==> src/rtl/pool_max_stream.sv <==
// pool_max_stream: streaming FP16 max-pooling engine.
// Pops pre-windowed FP16 activations from a first-word-fall-through data
// FIFO, reduces each window of win_len elements to its maximum and offers
// each result to the write-back FIFO. After op_num results it reports done.
// Optional feature macro: POOL_RELU_EN (negative non-NaN results become +0).
//
// Handshakes: on the output side a transfer happens on a rising clk edge
// where dout_valid and dout_ready are both high; while dout_valid is high
// and dout_ready is low, dout is held stable. On the input side a pop
// happens on a rising clk edge where data_fifo_rd_en is high and din_empty
// is low; din is the FIFO head and is consumed by that edge.
module pool_max_stream #(
    parameter int DW = 16,
    parameter int CW = 32
) (
    input  logic          clk,
    input  logic          rst,
    input  logic          maxpool_ready,
    output logic          maxpool_valid,
    input  logic [7:0]    win_len,
    input  logic [CW-1:0] op_num,
    input  logic [DW-1:0] din,
    input  logic          din_empty,
    output logic          data_fifo_rd_en,
    output logic [DW-1:0] dout,
    output logic          dout_valid,
    input  logic          dout_ready,
    output logic [1:0]    state_dbg
);

    typedef enum logic [1:0] {
        ST_IDLE = 2'd0,
        ST_RUN  = 2'd1,
        ST_OUT  = 2'd2,
        ST_DONE = 2'd3
    } state_t;

    state_t        state_q;
    state_t        state_d;

    logic [7:0]    win_q;
    logic [CW-1:0] op_q;
    logic [7:0]    elem_cnt;
    logic [CW-1:0] out_cnt;
    logic [CW-1:0] out_cnt_inc;
    logic [DW-1:0] acc;

    logic          pop;
    logic          accept;
    logic          last_elem;
    logic [DW-1:0] max_next;
    logic [DW-1:0] result;

    // NaN: exponent all ones with a non-zero mantissa.
    function automatic logic is_nan(input logic [DW-1:0] x);
        return (x[DW-2:DW-6] == 5'h1f) && (x[DW-7:0] != '0);
    endfunction

    // True when cand strictly beats cur. Ties (including +0 vs -0) keep cur,
    // so the earlier element of the window wins. A NaN already held wins
    // over everything, a new NaN wins over any non-NaN.
    function automatic logic beats(input logic [DW-1:0] cand, input logic [DW-1:0] cur);
        logic [DW-2:0] cm;
        logic [DW-2:0] um;
        logic          r;
        cm = cand[DW-2:0];
        um = cur[DW-2:0];
        if (is_nan(cur))
            r = 1'b0;
        else if (is_nan(cand))
            r = 1'b1;
        else if ((cm == '0) && (um == '0))
            r = 1'b0;
        else if (cand[DW-1] != cur[DW-1])
            r = ~cand[DW-1];
        else if (!cand[DW-1])
            r = (cm > um);
        else
            r = (cm < um);
        return r;
    endfunction

    assign pop         = (state_q == ST_RUN) && !din_empty;
    assign accept      = (state_q == ST_OUT) && dout_ready;
    assign last_elem   = (elem_cnt == (win_q - 8'd1));
    assign out_cnt_inc = out_cnt + CW'(1);

    // Running maximum including the element popped this cycle.
    always_comb begin
        max_next = acc;
        if (elem_cnt == 8'd0)
            max_next = din;
        else if (beats(din, acc))
            max_next = din;
    end

    // Value written to dout at the end of a window.
    always_comb begin
        result = max_next;
`ifdef POOL_RELU_EN
        if (max_next[DW-1] && !is_nan(max_next))
            result = '0;
`endif
    end

    // State register.
    always_ff @(posedge clk) begin
        if (rst)
            state_q <= ST_IDLE;
        else
            state_q <= state_d;
    end

    // Next-state logic; a falling maxpool_ready aborts RUN/OUT without done.
    always_comb begin
        state_d = state_q;
        case (state_q)
            ST_IDLE: begin
                if (maxpool_ready)
                    state_d = (op_num == '0) ? ST_DONE : ST_RUN;
            end
            ST_RUN: begin
                if (!maxpool_ready)
                    state_d = ST_IDLE;
                else if (pop && last_elem)
                    state_d = ST_OUT;
            end
            ST_OUT: begin
                if (!maxpool_ready)
                    state_d = ST_IDLE;
                else if (accept)
                    state_d = (out_cnt_inc == op_q) ? ST_DONE : ST_RUN;
            end
            ST_DONE: begin
                if (!maxpool_ready)
                    state_d = ST_IDLE;
            end
            default: state_d = ST_IDLE;
        endcase
    end

    // Command latch, window accumulator, counters and result register.
    always_ff @(posedge clk) begin
        if (rst) begin
            win_q    <= 8'd1;
            op_q     <= '0;
            elem_cnt <= '0;
            out_cnt  <= '0;
            acc      <= '0;
            dout     <= '0;
        end else begin
            if ((state_q == ST_IDLE) && maxpool_ready) begin
                win_q <= (win_len == 8'd0) ? 8'd1 : win_len;
                op_q  <= op_num;
            end
            if (state_d == ST_IDLE) begin
                // Entry to IDLE (normal or abort) discards any partial window.
                elem_cnt <= '0;
                out_cnt  <= '0;
            end else begin
                if (pop) begin
                    acc      <= max_next;
                    elem_cnt <= last_elem ? 8'd0 : (elem_cnt + 8'd1);
                    if (last_elem)
                        dout <= result;
                end
                if (accept)
                    out_cnt <= out_cnt_inc;
            end
        end
    end

    assign maxpool_valid   = (state_q == ST_DONE);
    assign data_fifo_rd_en = (state_q == ST_RUN);
    assign dout_valid      = (state_q == ST_OUT);
    assign state_dbg       = state_q;

endmodule
==> config.mk <==
export PLATFORM = sky130hd
export DESIGN_NAME = pool_max_stream
export DESIGN_NICKNAME = d
export VERILOG_FILES = /design/src/rtl/pool_max_stream.sv
export SDC_FILE = /design/constraint.sdc
export NUM_CORES = 1
export LEC_CHECK = 0
export ABC_AREA = 1
export CAP_MARGIN = 20
export CORE_ASPECT_RATIO = 1.4
export CORE_MARGIN = 2
export CORE_UTILIZATION = 65
export DETAILED_ROUTE_END_ITERATION = 7
export DONT_BUFFER_PORTS = 1
export PLACE_DENSITY = 0.81
export SETUP_SLACK_MARGIN = 0.3
export SLEW_MARGIN = 10
export SYNTH_ARGS = -nofsm -noshare
export SYNTH_HDL_FRONTEND = slang
export SYNTH_SLANG_ARGS = --single-unit
==> constraint.sdc <==
create_clock -name clk -period 5.45 [get_ports clk]
set_input_delay 0.545 -clock clk [delete_from_list [all_inputs] [get_ports clk]]
set_output_delay 0.545 -clock clk [all_outputs]
set_load 0.02 [all_outputs]
==> Implementation_results.wiki, run 1 <==
{| class="wikitable"
! Metric !! Value
|-
| Routed WL per cell || 15.0 um
|-
| Area fraction of the dominant cell type after synthesis || 32.5%
|-
| Tot GR Track Use || 32.9%
|-
| Dpl ws || 2.21 ns
|-
| Clock insertion delay at the later pin of the skew report || 0.41 ns
|-
| Total of buffers placed on input and output ports || 0
|-
| Count of warnings emitted by yosys || 0
|-
| Total Die Area || 11700 sq um
|-
| Routed via count || 7115
|-
| Detailed-route wire length || 18700 um
|-
| CTS H-tree lvls || 4
|-
| Post-synthesis to final-layout area growth || 10.8%
|-
| Share of post-route cells with drive strength above 1 || 5.79%
|-
| Proportion of synthesized chip area in sequential cells || 32.5%
|-
| DRC marker count from the first detailed-route iteration || 341
|-
| Slack of the critical path || 2.16 ns
|-
| Antenna Cells || 0
|-
| CTS max path bufs || 2
|-
| Flip-flop and latch area || 2280 sq um
|-
| Endpoint kind of the worst setup timing path || register
|-
| Summed instance area of the synthesized netlist || 7020 sq um
|-
| Number of maximum-capacitance constraint violations || 0
|-
| Internal power || 1.78 mW
|-
| CTS tree || yes
|-
| Vias in the first global route || 6935
|-
| Net switching power of the design || 0.545 mW
|-
| Min-delay worst type || in2reg
|-
| Main flop type after synthesis || sky130_fd_sc_hd__dfxtp_1
|-
| Vertical die dimension || 127 um
|-
| Slew margin rel. || 41.8%
|-
| Part of the total power dissipated in combinational logic || 8.7%
|-
| Overall die width || 91.8 um
|-
| Total count of hold-check failures in the final report || 0
|-
| Number of nets produced by synthesis || 1185
|-
| Initial cell density of the core || 67.1%
|-
| Clk slew on worst S/H paths || 0.06 ns
|-
| Part of the cycle the worst path needs || 60.4%
|-
| Endpoints failing setup || 0
|-
| Maximum frequency from static timing analysis || 0.304 GHz
|-
| Largest voltage drop on the vdd net || 0.242 mV
|-
| Net Sw Frac || 23.4%
|-
| Startpoint Class || register
|-
| Root buf cell || sky130_fd_sc_hd__clkbuf_16
|-
| Total leakage power || 3.31 nW
|-
| Worst-Margin Slew || 0.873 ns
|-
| Placeable core area || 10500 sq um
|-
| Initial antenna violation count || 0
|-
| Endpoint arrival time on the critical path || 3.60 ns
|-
| Remaining DRCs || 0
|-
| Post-route setup TNS || 0 ns
|-
| Non-Filler Cell Area, Final || 7770 sq um
|-
| Pins over their slew limit || 0
|-
| Category of the critical setup timing path || reg2reg
|-
| Minimum clock period || 3.29 ns
|-
| Sinks on Clock Net || 114
|-
| Buffer count from post-CTS setup fixing || 0
|-
| Area occupied by multi-input gates || 4010 sq um
|-
| Count of standard-cell rows || 44
|-
| Cell with the most instances after synthesis || sky130_fd_sc_hd__nand2_1
|-
| Number of hold buffers added after cts || 0
|-
| Number of top-level pins || 82
|-
| Status || complete, no violations
|-
| Final Wtd Congestion || 0.963
|-
| Synth cell types || 37
|-
| RSZ-0062 raised after global routing || false
|-
| CP Max Fanout || 17
|-
| Async SR Flop Fraction || 0%
|-
| Data required time of the critical path || 5.76 ns
|-
| Number of fill cells || 899
|-
| Synth Area per Inst || 6.35 sq um
|-
| Largest net degree at the start of global routing || 60
|-
| Sequential share of power || 38.4%
|-
| Worst clock skew || 0.00649 ns
|-
| P per Cell Area || 299 nW/um^2
|-
| Total power || 2.33 mW
|-
| Most used standard cells in the synthesized netlist || sky130_fd_sc_hd__nand2_1, sky130_fd_sc_hd__inv_1, sky130_fd_sc_hd__nand3_1
|-
| First-pass GRT wire length || 30700 um
|-
| Clock network fraction of design power || 52.9%
|-
| Cts bufs inserted || 17
|-
| Number of synthesized register bits || 114
|-
| Post-DP HPWL || 13300 um
|-
| NumNets Final || 1173
|-
| Syn Inst Count || 1105
|-
| First-pass detailed-route iteration total || 5
|-
| Number of nets with antenna violations after routing || 0
|-
| Quantity of gates resized following cts || 0
|-
| Placed cell areas || 7060 sq um
|-
| Top post-synthesis cells by area || sky130_fd_sc_hd__dfxtp_1, sky130_fd_sc_hd__nand2_1, sky130_fd_sc_hd__nand3_1
|-
| Number of synthesized flops with an enable pin || 0
|-
| Total gr overflow || 0
|-
| Post-detailed-route via-to-cell ratio || 5.72
|-
| Area leader, netlist || sky130_fd_sc_hd__dfxtp_1
|}
-- cells by family (layout without fill, tap and decap cells) --
family	Yosys count	after routing	synth area share, %
compound gates	183	183	14.3
simple gates	578	578	36.6
fa+ha+maj	19	19	3.39
flops	114	114	32.5
buf+inv	189	190	10.5
xor+xnor	22	22	2.75
-- final timing paths --
| kind | start | end | slack, ns | cells after the start |
|---|---|---|---|---|
| setup reg to reg | acc[14] | acc[4] | 2.16 | 15 |
| hold / removal | rst | state_dbg[0] | 0.22 | 1 |
| hold reg to reg | op_q[7] | op_q[7] | 0.47 | 2 |
| setup / recovery | acc[14] | acc[4] | 2.16 | 15 |
-- flip-flops by register name, indices dropped and copies added, names as in the netlist --
register / cells
acc: 16
dout: 16
elem_cnt: 8
op_q: 32
out_cnt: 32
state_dbg: 2
win_q: 8
-- area by class of cell --
cell class | count | area share (%)
Timing Repair Buffer | 4 | 0.901
Tap cell | 138 | 2.22
Clock inverter | 7 | 1.85
Clock buffer | 25 | 6.63
Sequential cell | 114 | 29.4
Inverter | 154 | 7.50
Multi-Input combinational cell | 802 | 51.5
-- power by group through the flow --
stage | combinational [mW] | sequential, mW | clock [mW]
2_1_floorplan | 0.161 | 0.904 | 0
3_3_place_gp | 0.191 | 0.910 | 0
5_1_grt | 0.230 | 0.897 | 1.27
3_5_place_dp | 0.196 | 0.911 | 0
4_1_cts | 0.198 | 0.893 | 1.24
6_report | 0.202 | 0.894 | 1.23
-- cell usage in the layout (no fill, tap or decap), types with 12 or more instances in the layout --
master,synthesis,routed
sky130_fd_sc_hd__clkbuf_16,0,17
sky130_fd_sc_hd__nor2_1,119,119
sky130_fd_sc_hd__nor3_1,12,12
sky130_fd_sc_hd__xor2_1,15,15
sky130_fd_sc_hd__nand3_1,120,120
sky130_fd_sc_hd__nor4_1,13,13
sky130_fd_sc_hd__ha_1,19,19
sky130_fd_sc_hd__nand2_1,263,261
sky130_fd_sc_hd__dfxtp_1,114,114
sky130_fd_sc_hd__nand4_1,12,12
sky130_fd_sc_hd__inv_1,151,151
sky130_fd_sc_hd__a211oi_1,27,27
sky130_fd_sc_hd__nand3b_1,13,13
sky130_fd_sc_hd__a21oi_1,92,92
sky130_fd_sc_hd__o21ai_0,54,54
-- stage by stage --
| stage | hold WS (ns) | util, % | cells |
|---|---|---|---|
| CTS | 0.210 | 73.8 | 1242 |
| floorplan | 0.441 | - | 1105 |
| detailed placement | 0.464 | 67.5 | 1210 |
| global placement | 0.456 | 67.5 | 1210 |
| global route | 0.207 | 74.3 | 1244 |
| finish | 0.223 | 74.3 | 1244 |
-- routing by layer --
metal	vias up	GRT usage [%]	routed length, um
met5	-	0	0
met4	0	17.1	746
met3	48	7.72	1040
met2	220	59.8	9810
met1	3256	35.0	7130
li1	3591	-	-
-- critical path: stages (launching register included) --
cell	delay (ns)
sky130_fd_sc_hd__dfxtp_1	0.35
sky130_fd_sc_hd__inv_1	0.09
sky130_fd_sc_hd__ha_1	0.30
sky130_fd_sc_hd__nand2_1	0.09
sky130_fd_sc_hd__nor4b_1	0.67
sky130_fd_sc_hd__nand4_1	0.29
sky130_fd_sc_hd__nand2_1	0.14
sky130_fd_sc_hd__nand2_1	0.06
sky130_fd_sc_hd__nand2_1	0.07
sky130_fd_sc_hd__nand2_1	0.06
sky130_fd_sc_hd__nand2_2	0.30
sky130_fd_sc_hd__nand2_2	0.31
sky130_fd_sc_hd__nand2_1	0.19
sky130_fd_sc_hd__nand3_1	0.09
sky130_fd_sc_hd__nand2_1	0.12
sky130_fd_sc_hd__inv_1	0.05
Note: power is estimated with default switching activity, not from simulation.
==> run 2, diff against run 1 <==
CORE_UTILIZATION = 64   (was 65)
PLACE_DENSITY = 0.8   (was 0.81)
clock period = 3.2 ns   (was 5.45 ns; I/O delays follow)
==> Implementation_results.wiki, run 2 (synthesized netlist as in run 1, its figures left out) <==
{| class="wikitable"
! Metric !! Value
|-
| Status || complete, no violations (unchanged)
|-
| Buffer count from post-CTS setup fixing || 0 (unchanged)
|-
| Clock network fraction of design power || 50.1% (was 52.9%)
|-
| Initial antenna violation count || 0 (unchanged)
|-
| Root buf cell || sky130_fd_sc_hd__clkbuf_16 (unchanged)
|-
| Largest registers ranked by flip-flop count || op_q: 32 flops, out_cnt: 32 flops (unchanged)
|-
| Net switching power of the design || 0.937 mW (was 0.545 mW)
|-
| Number of maximum-capacitance constraint violations || 0 (unchanged)
|-
| Number of fill cells || 943 (was 899)
|-
| Total of buffers placed on input and output ports || 0 (unchanged)
|-
| Data required time of the critical path || 3.51 ns (was 5.76 ns)
|-
| Routed WL per cell || 15.2 um (was 15.0 um)
|-
| Total placed cells including tap cells || 1218 (was 1210)
|-
| Total leakage power || 3.27 nW (was 3.31 nW)
|-
| Critical Path Sink || acc[12] (was acc[4])
|-
| Routed via count || 7144 (was 7115)
|-
| Remaining DRCs || 0 (unchanged)
|-
| Total gr overflow || 0 (unchanged)
|-
| Buffering stage count on the worst path with inverters included || 2 (unchanged)
|-
| Post-detailed-route via-to-cell ratio || 5.71 (was 5.72)
|-
| Vertical die dimension || 128 um (was 127 um)
|-
| Endpoint kind of the worst setup timing path || register (unchanged)
|-
| Total power || 3.74 mW (was 2.33 mW)
|-
| Clk slew on worst S/H paths || 0.05 ns (was 0.06 ns)
|-
| CTS max path bufs || 2 (unchanged)
|-
| Cts bufs inserted || 17 (unchanged)
|-
| Internal power || 2.81 mW (was 1.78 mW)
|-
| Critical path's top delay family || simple AND/OR/NAND/NOR gates (unchanged)
|-
| Number of nets with antenna violations after routing || 0 (unchanged)
|-
| GRT busiest layer || met2 (unchanged)
|-
| NumNets Final || 1177 (was 1173)
|-
| Pins over their slew limit || 0 (unchanged)
|-
| DRC marker count from the first detailed-route iteration || 417 (was 341)
|-
| Sinks on Clock Net || 114 (unchanged)
|-
| Post-DP HPWL || 13900 um (was 13300 um)
|-
| RSZ-0062 raised after global routing || false (unchanged)
|-
| Met2 usage in global routing || 59.0% (was 59.8%)
|-
| Maximum frequency from static timing analysis || 0.402 GHz (was 0.304 GHz)
|-
| Filler-free cell count of the finished design || 1251 (was 1244)
|-
| Detailed-route wire length || 19000 um (was 18700 um)
|-
| Part of the total power dissipated in combinational logic || 9.2% (was 8.7%)
|-
| Initial cell density of the core || 65.2% (was 67.1%)
|-
| Final core utilization || 71.6% (was 74.3%)
|-
| Endpoint arrival time on the critical path || 2.80 ns (was 3.60 ns)
|-
| CTS H-tree lvls || 4 (unchanged)
|-
| Category of the critical setup timing path || reg2reg (unchanged)
|-
| Sequential share of power || 40.7% (was 38.4%)
|-
| First-pass detailed-route iteration total || 6 (was 5)
|-
| Share of post-route cells with drive strength above 1 || 6.04% (was 5.79%)
|-
| Total Die Area || 11800 sq um (was 11700 sq um)
|-
| Number of top-level pins || 82 (unchanged)
|-
| Minimum clock period || 2.49 ns (was 3.29 ns)
|-
| Largest voltage drop on the vdd net || 0.399 mV (was 0.242 mV)
|-
| Slack of the worst reg-to-reg path || 0.71 ns (was 2.16 ns)
|-
| Post-synthesis to final-layout area growth || 9.74% (was 10.8%)
|-
| Max incr delay on CP || 0.41 ns (was 0.67 ns)
|-
| Overall die width || 92.5 um (was 91.8 um)
|-
| CP Max Fanout || 16 (was 17)
|-
| Worst Setup SP || acc[14] (unchanged)
|-
| Largest net degree at the start of global routing || 43 (was 60)
|-
| Met3 usage in global routing || 7.00% (was 7.72%)
|-
| Most repeated library cell on the critical path || sky130_fd_sc_hd__nand2_1 (unchanged)
|-
| Startpoint Class || register (unchanged)
|-
| Tot GR Track Use || 33.0% (was 32.9%)
|-
| Net Sw Frac || 25.0% (was 23.4%)
|-
| Slack of the critical path || 0.714 ns (was 2.16 ns)
|-
| Count of standard-cell rows || 45 (was 44)
|-
| Antenna Cells || 0 (unchanged)
|-
| P per Cell Area || 486 nW/um^2 (was 299 nW/um^2)
|-
| Global routing usage on met1 || 36.2% (was 35.0%)
|-
| Final Wtd Congestion || 0.947 (was 0.963)
|-
| Cell depth of the worst setup path || 15 (unchanged)
|-
| Worst clock skew || 0.00745 ns (was 0.00649 ns)
|-
| Most common library cell in the layout ignoring fill and taps || sky130_fd_sc_hd__nand2_1 (unchanged)
|-
| First-pass GRT wire length || 31100 um (was 30700 um)
|-
| Non-Filler Cell Area, Final || 7700 sq um (was 7770 sq um)
|-
| Dpl ws || 0.670 ns (was 2.21 ns)
|-
| Origin of the critical flop-to-flop path || acc[14] (unchanged)
|-
| Clock insertion delay at the later pin of the skew report || 0.42 ns (was 0.41 ns)
|-
| Top library cells by usage in the layout, fill and taps aside || sky130_fd_sc_hd__nand2_1, sky130_fd_sc_hd__inv_1, sky130_fd_sc_hd__nand3_1, sky130_fd_sc_hd__nor2_1, sky130_fd_sc_hd__dfxtp_1 (unchanged)
|-
| Worst-path cell with the longest stage delay || sky130_fd_sc_hd__nor4b_2 (was sky130_fd_sc_hd__nor4b_1)
|-
| Endpoints failing setup || 0 (unchanged)
|-
| CTS tree || yes (unchanged)
|-
| Cells along the critical path || inv_1, ha_1, nand2_1, nor4b_2, nand4_1, nand2_1, nand2_1, nand2_1, nand2_1, nand2_2, nand2_2, nand2_1, nand3_1, nand2_1, inv_1 (was inv_1, ha_1, nand2_1, nor4b_1, nand4_1, nand2_1, nand2_1, nand2_1, nand2_1, nand2_2, nand2_2, nand2_1, nand3_1, nand2_1, inv_1)
|-
| Capture instance of the worst register-to-register path || acc[12] (was acc[4])
|-
| Part of the cycle the worst path needs || 77.7% (was 60.4%)
|-
| Worst-case hold slack || 0.0528 ns (was 0.223 ns)
|-
| Worst-Margin Slew || 0.792 ns (was 0.873 ns)
|-
| Min-delay worst type || in2reg (unchanged)
|-
| Vias in the first global route || 6878 (was 6935)
|-
| Worst r2r path cells || 15 (unchanged)
|-
| Placed cell areas || 7100 sq um (was 7060 sq um)
|-
| Slew margin rel. || 47.1% (was 41.8%)
|-
| Total count of hold-check failures in the final report || 0 (unchanged)
|-
| Placeable core area || 10800 sq um (was 10500 sq um)
|-
| Post-route setup TNS || 0 ns (unchanged)
|}
-- run 2: cell count changes in the layout (fill, tap and decap cells not counted), sizes merged --
cell / delta
buf: +3
bufinv: -2
clkbuf: -2
clkinv: +2
clkinvlp: +2
dlygate4sd3: +1
-- run 2: power groups by stage --
stage / Sequential (mW) / Clock (mW) / Combinational [mW]
finish: 1.52 / 1.87 / 0.344
global route: 1.53 / 1.94 / 0.394
CTS: 1.52 / 1.88 / 0.341
detailed placement: 1.55 / 0 / 0.337
global placement: 1.55 / 0 / 0.330
floorplan: 1.54 / 0 / 0.275
-- run 2: layout make-up --
class / count / area [sq um] / area share, %
clock buffers: 23 / 478 / 6.21
clock inverters: 9 / 105 / 1.37
inverters: 154 / 583 / 7.57
multi-input cells: 802 / 4010 / 52.1
flip-flops and latches: 114 / 2280 / 29.6
well taps: 141 / 176 / 2.29
repair buffers: 8 / 62.6 / 0.813
-- run 2: how the worst min path moves through the flow --
stage                 start           end  slack, ns  cells after the start
floorplan           op_q[7]       op_q[7]       0.44                      2
detailed placement      rst  state_dbg[0]       0.40                      1
global route            rst       dout[1]       0.06                      3
CTS                     rst       dout[0]       0.05                      3
global placement        rst  state_dbg[0]       0.40                      1
finish                  rst       dout[0]       0.05                      3
-- run 2: timing repair --
action	in CTS	in global routing
setup endpoints to repair	0	1
hold buffers	1	0
endpoints found under the hold margin	1	0
gates resized for setup	0	1
-- run 2: worst register-to-register path, delay by kind of cell, from the launching register on --
kind          cells  cell delay, ns
fa+ha+maj         1            0.30
buf+inv           2            0.13
flops             1            0.35
simple gates     12            1.61
-- run 2: metal layers --
| layer | wire length [um] | up-vias |
|---|---|---|
| li1 | - | 3593 |
| met5 | 0 | - |
| met2 | 9690 | 222 |
| met3 | 1060 | 63 |
| met1 | 7450 | 3266 |
| met4 | 827 | 0 |
==> run 3, diff against run 2 <==
CORE_UTILIZATION = 58   (was 64)
PLACE_DENSITY = 0.76   (was 0.8)
clock period = 2.23 ns   (was 3.2 ns; I/O delays follow)
==> Implementation_results.wiki, run 3 (synthesized netlist as in run 1, its figures left out) <==
{| class="wikitable"
! Metric !! Value
|-
| Status || complete, but fails checks (was complete, no violations)
|-
| Violations in the final reports || negative setup slack
|-
| CTS H-tree lvls || 4 (unchanged)
|-
| Remaining DRCs || 0 (unchanged)
|-
| Number of fill cells || 821 (was 943)
|-
| Total gr overflow || 0 (unchanged)
|-
| Count of standard-cell rows || 47 (was 45)
|-
| Data required time of the critical path || 2.53 ns (was 3.51 ns)
|-
| First-pass GRT wire length || 33200 um (was 31100 um)
|-
| Largest voltage drop on the vdd net || 0.451 mV (was 0.399 mV)
|-
| Largest net degree at the start of global routing || 42 (was 43)
|-
| Post-detailed-route via-to-cell ratio || 5.83 (was 5.71)
|-
| CTS tree || yes (unchanged)
|-
| Overall die width || 97.0 um (was 92.5 um)
|-
| Cts bufs inserted || 17 (unchanged)
|-
| Vertical die dimension || 134 um (was 128 um)
|-
| Final Wtd Congestion || 0.971 (was 0.947)
|-
| CP Max Fanout || 5 (was 16)
|-
| Sinks on Clock Net || 114 (unchanged)
|-
| Worst-Margin Slew || 0.618 ns (was 0.792 ns)
|-
| Routed WL per cell || 17.0 um (was 15.2 um)
|-
| Initial cell density of the core || 59.4% (was 65.2%)
|-
| Tot GR Track Use || 31.7% (was 33.0%)
|-
| NumNets Final || 1254 (was 1177)
|-
| Worst-case hold slack || 0.00267 ns (was 0.0528 ns)
|-
| Placeable core area || 11800 sq um (was 10800 sq um)
|-
| Area occupied by multi-input gates || 4650 sq um (was 4010 sq um)
|-
| RSZ-0062 raised after global routing || true (was false)
|-
| Net switching power of the design || 1.46 mW (was 0.937 mW)
|-
| Internal power || 4.32 mW (was 2.81 mW)
|-
| Routed via count || 7764 (was 7144)
|-
| Total of buffers placed on input and output ports || 0 (unchanged)
|-
| Part of the total power dissipated in combinational logic || 12.4% (was 9.2%)
|-
| Clock network fraction of design power || 49.7% (was 50.1%)
|-
| Total leakage power || 3.79 nW (was 3.27 nW)
|-
| Number of top-level pins || 82 (unchanged)
|-
| Endpoint kind of the worst setup timing path || register (unchanged)
|-
| Pins over their slew limit || 0 (unchanged)
|-
| Number of nets with antenna violations after routing || 0 (unchanged)
|-
| Detailed-route wire length || 22700 um (was 19000 um)
|-
| Slack of the critical path || -0.0951 ns (was 0.714 ns)
|-
| Total count of hold-check failures in the final report || 0 (unchanged)
|-
| Maximum frequency from static timing analysis || 0.430 GHz (was 0.402 GHz)
|-
| Part of the cycle the worst path needs || 104% (was 77.7%)
|-
| Root buf cell || sky130_fd_sc_hd__clkbuf_16 (unchanged)
|-
| Post-synthesis to final-layout area growth || 30.0% (was 9.74%)
|-
| Number of maximum-capacitance constraint violations || 0 (unchanged)
|-
| Largest registers ranked by flip-flop count || op_q: 32 flops, out_cnt: 32 flops (unchanged)
|-
| Total Die Area || 13000 sq um (was 11800 sq um)
|-
| Initial antenna violation count || 0 (unchanged)
|-
| Flip-flop and latch area || 2310 sq um (was 2280 sq um)
|-
| Endpoint arrival time on the critical path || 2.63 ns (was 2.80 ns)
|-
| Antenna Cells || 0 (unchanged)
|-
| Top library cells by usage in the layout, fill and taps aside || sky130_fd_sc_hd__nand2_1, sky130_fd_sc_hd__inv_1, sky130_fd_sc_hd__nor2_1, sky130_fd_sc_hd__a21oi_1, sky130_fd_sc_hd__dfxtp_1 (was sky130_fd_sc_hd__nand2_1, sky130_fd_sc_hd__inv_1, sky130_fd_sc_hd__nand3_1, sky130_fd_sc_hd__nor2_1, sky130_fd_sc_hd__dfxtp_1)
|-
| DRC marker count from the first detailed-route iteration || 454 (was 417)
|-
| Slew margin rel. || 58.4% (was 47.1%)
|-
| Most common library cell in the layout ignoring fill and taps || sky130_fd_sc_hd__nand2_1 (unchanged)
|-
| Vias in the first global route || 7288 (was 6878)
|-
| Share of post-route cells with drive strength above 1 || 23.2% (was 6.04%)
|-
| First-pass detailed-route iteration total || 5 (was 6)
|-
| Minimum clock period || 2.33 ns (was 2.49 ns)
|-
| Net Sw Frac || 25.3% (was 25.0%)
|-
| Clk slew on worst S/H paths || 0.06 ns (was 0.05 ns)
|-
| Worst clock skew || 0.00773 ns (was 0.00745 ns)
|-
| Clock insertion delay at the later pin of the skew report || 0.42 ns (about the same)
|-
| Startpoint Class || register (unchanged)
|-
| Category of the critical setup timing path || reg2reg (unchanged)
|-
| Min-delay worst type || in2reg (unchanged)
|-
| CTS max path bufs || 2 (unchanged)
|-
| P per Cell Area || 635 nW/um^2 (was 486 nW/um^2)
|-
| Post-DP HPWL || 14500 um (was 13900 um)
|-
| Endpoints failing setup || 14 (was 0)
|-
| Sequential share of power || 37.8% (was 40.7%)
|-
| Final core utilization || 77.1% (was 71.6%)
|}
-- run 3: final cells by class --
| class | instances | share of cell area, % |
|---|---|---|
| multi-input cells | 804 | 51.0 |
| flip-flops and latches | 114 | 25.4 |
| repair buffers | 83 | 8.29 |
| inverters | 154 | 6.54 |
| clock buffers | 20 | 5.01 |
| well taps | 147 | 2.02 |
| clock inverters | 10 | 1.74 |
-- run 3: power by group through the flow --
| stage | clock (mW) | combinational (mW) | sequential [mW] |
|---|---|---|---|
| floorplan | 0 | 0.413 | 2.21 |
| global placement | 0 | 0.519 | 2.22 |
| detailed placement | 0 | 0.528 | 2.22 |
| CTS | 2.88 | 0.604 | 2.18 |
| global route | 2.97 | 0.786 | 2.20 |
| finish | 2.88 | 0.720 | 2.19 |
-- run 3: routing by layer --
layer  part of all wire, %  global-route usage (%)
met3                   7.0                    7.09
met1                    35                    32.9
met4                   5.6                    17.9
met2                    52                    58.4
met5                     0                       0
-- run 3: what timing repair did --
| action | CTS | global route |
|---|---|---|
| hold buffers | 14 | 0 |
| pin swaps | 21 | 46 |
| hold endpoints to repair | 45 | 0 |
| setup endpoints to repair | 37 | 64 |
| cloned | 1 | 2 |
| buffers inserted | 8 | 19 |
| gates resized for setup | 62 | 93 |
-- run 3: critical path, stage by stage (launching register included) --
cell                        delay (ns)
sky130_fd_sc_hd__dfxtp_2          0.37
sky130_fd_sc_hd__inv_4            0.06
sky130_fd_sc_hd__ha_4             0.28
sky130_fd_sc_hd__nand3_4          0.08
sky130_fd_sc_hd__nor4b_4          0.33
sky130_fd_sc_hd__nand2_1          0.13
sky130_fd_sc_hd__nand2_2          0.09
sky130_fd_sc_hd__nand2_1          0.05
sky130_fd_sc_hd__nand2_1          0.06
sky130_fd_sc_hd__nand2_2          0.07
sky130_fd_sc_hd__nand2_4          0.09
sky130_fd_sc_hd__nand2_8          0.09
sky130_fd_sc_hd__clkbuf_16        0.19
sky130_fd_sc_hd__nand3_4          0.07
sky130_fd_sc_hd__nand3_1          0.09
sky130_fd_sc_hd__nand2_1          0.11
sky130_fd_sc_hd__inv_1            0.07
-- run 3: path summary, 6_finish.rpt --
path | from | depth (start not counted) | slack [ns] | end
hold reg to reg | op_q[16] | 2 | 0.47 | op_q[16]
setup reg to reg | acc[9] | 16 | -0.1 | acc[7]
hold / removal | op_num[4] | 2 | 0.003 | op_q[4]
setup / recovery | acc[9] | 16 | -0.1 | acc[7]
-- run 3: per-stage QoR --
| stage | total power, mW | setup TNS, ns | std cells | setup WS [ns] | cell area, sq um |
|---|---|---|---|---|---|
| finish | 5.79 | -0.223 | 1332 | -0.0951 | 9120 |
| CTS | 5.67 | 0 | 1311 | 0.0572 | 8560 |
| floorplan | 2.62 | 0 | 1105 | 0.226 | 7150 |
| global route | 5.95 | -4.07 | 1332 | -0.165 | 9120 |
| global placement | 2.74 | -0.167 | 1258 | -0.0312 | 7500 |
| detailed placement | 2.75 | -1.70 | 1258 | -0.0781 | 7500 |
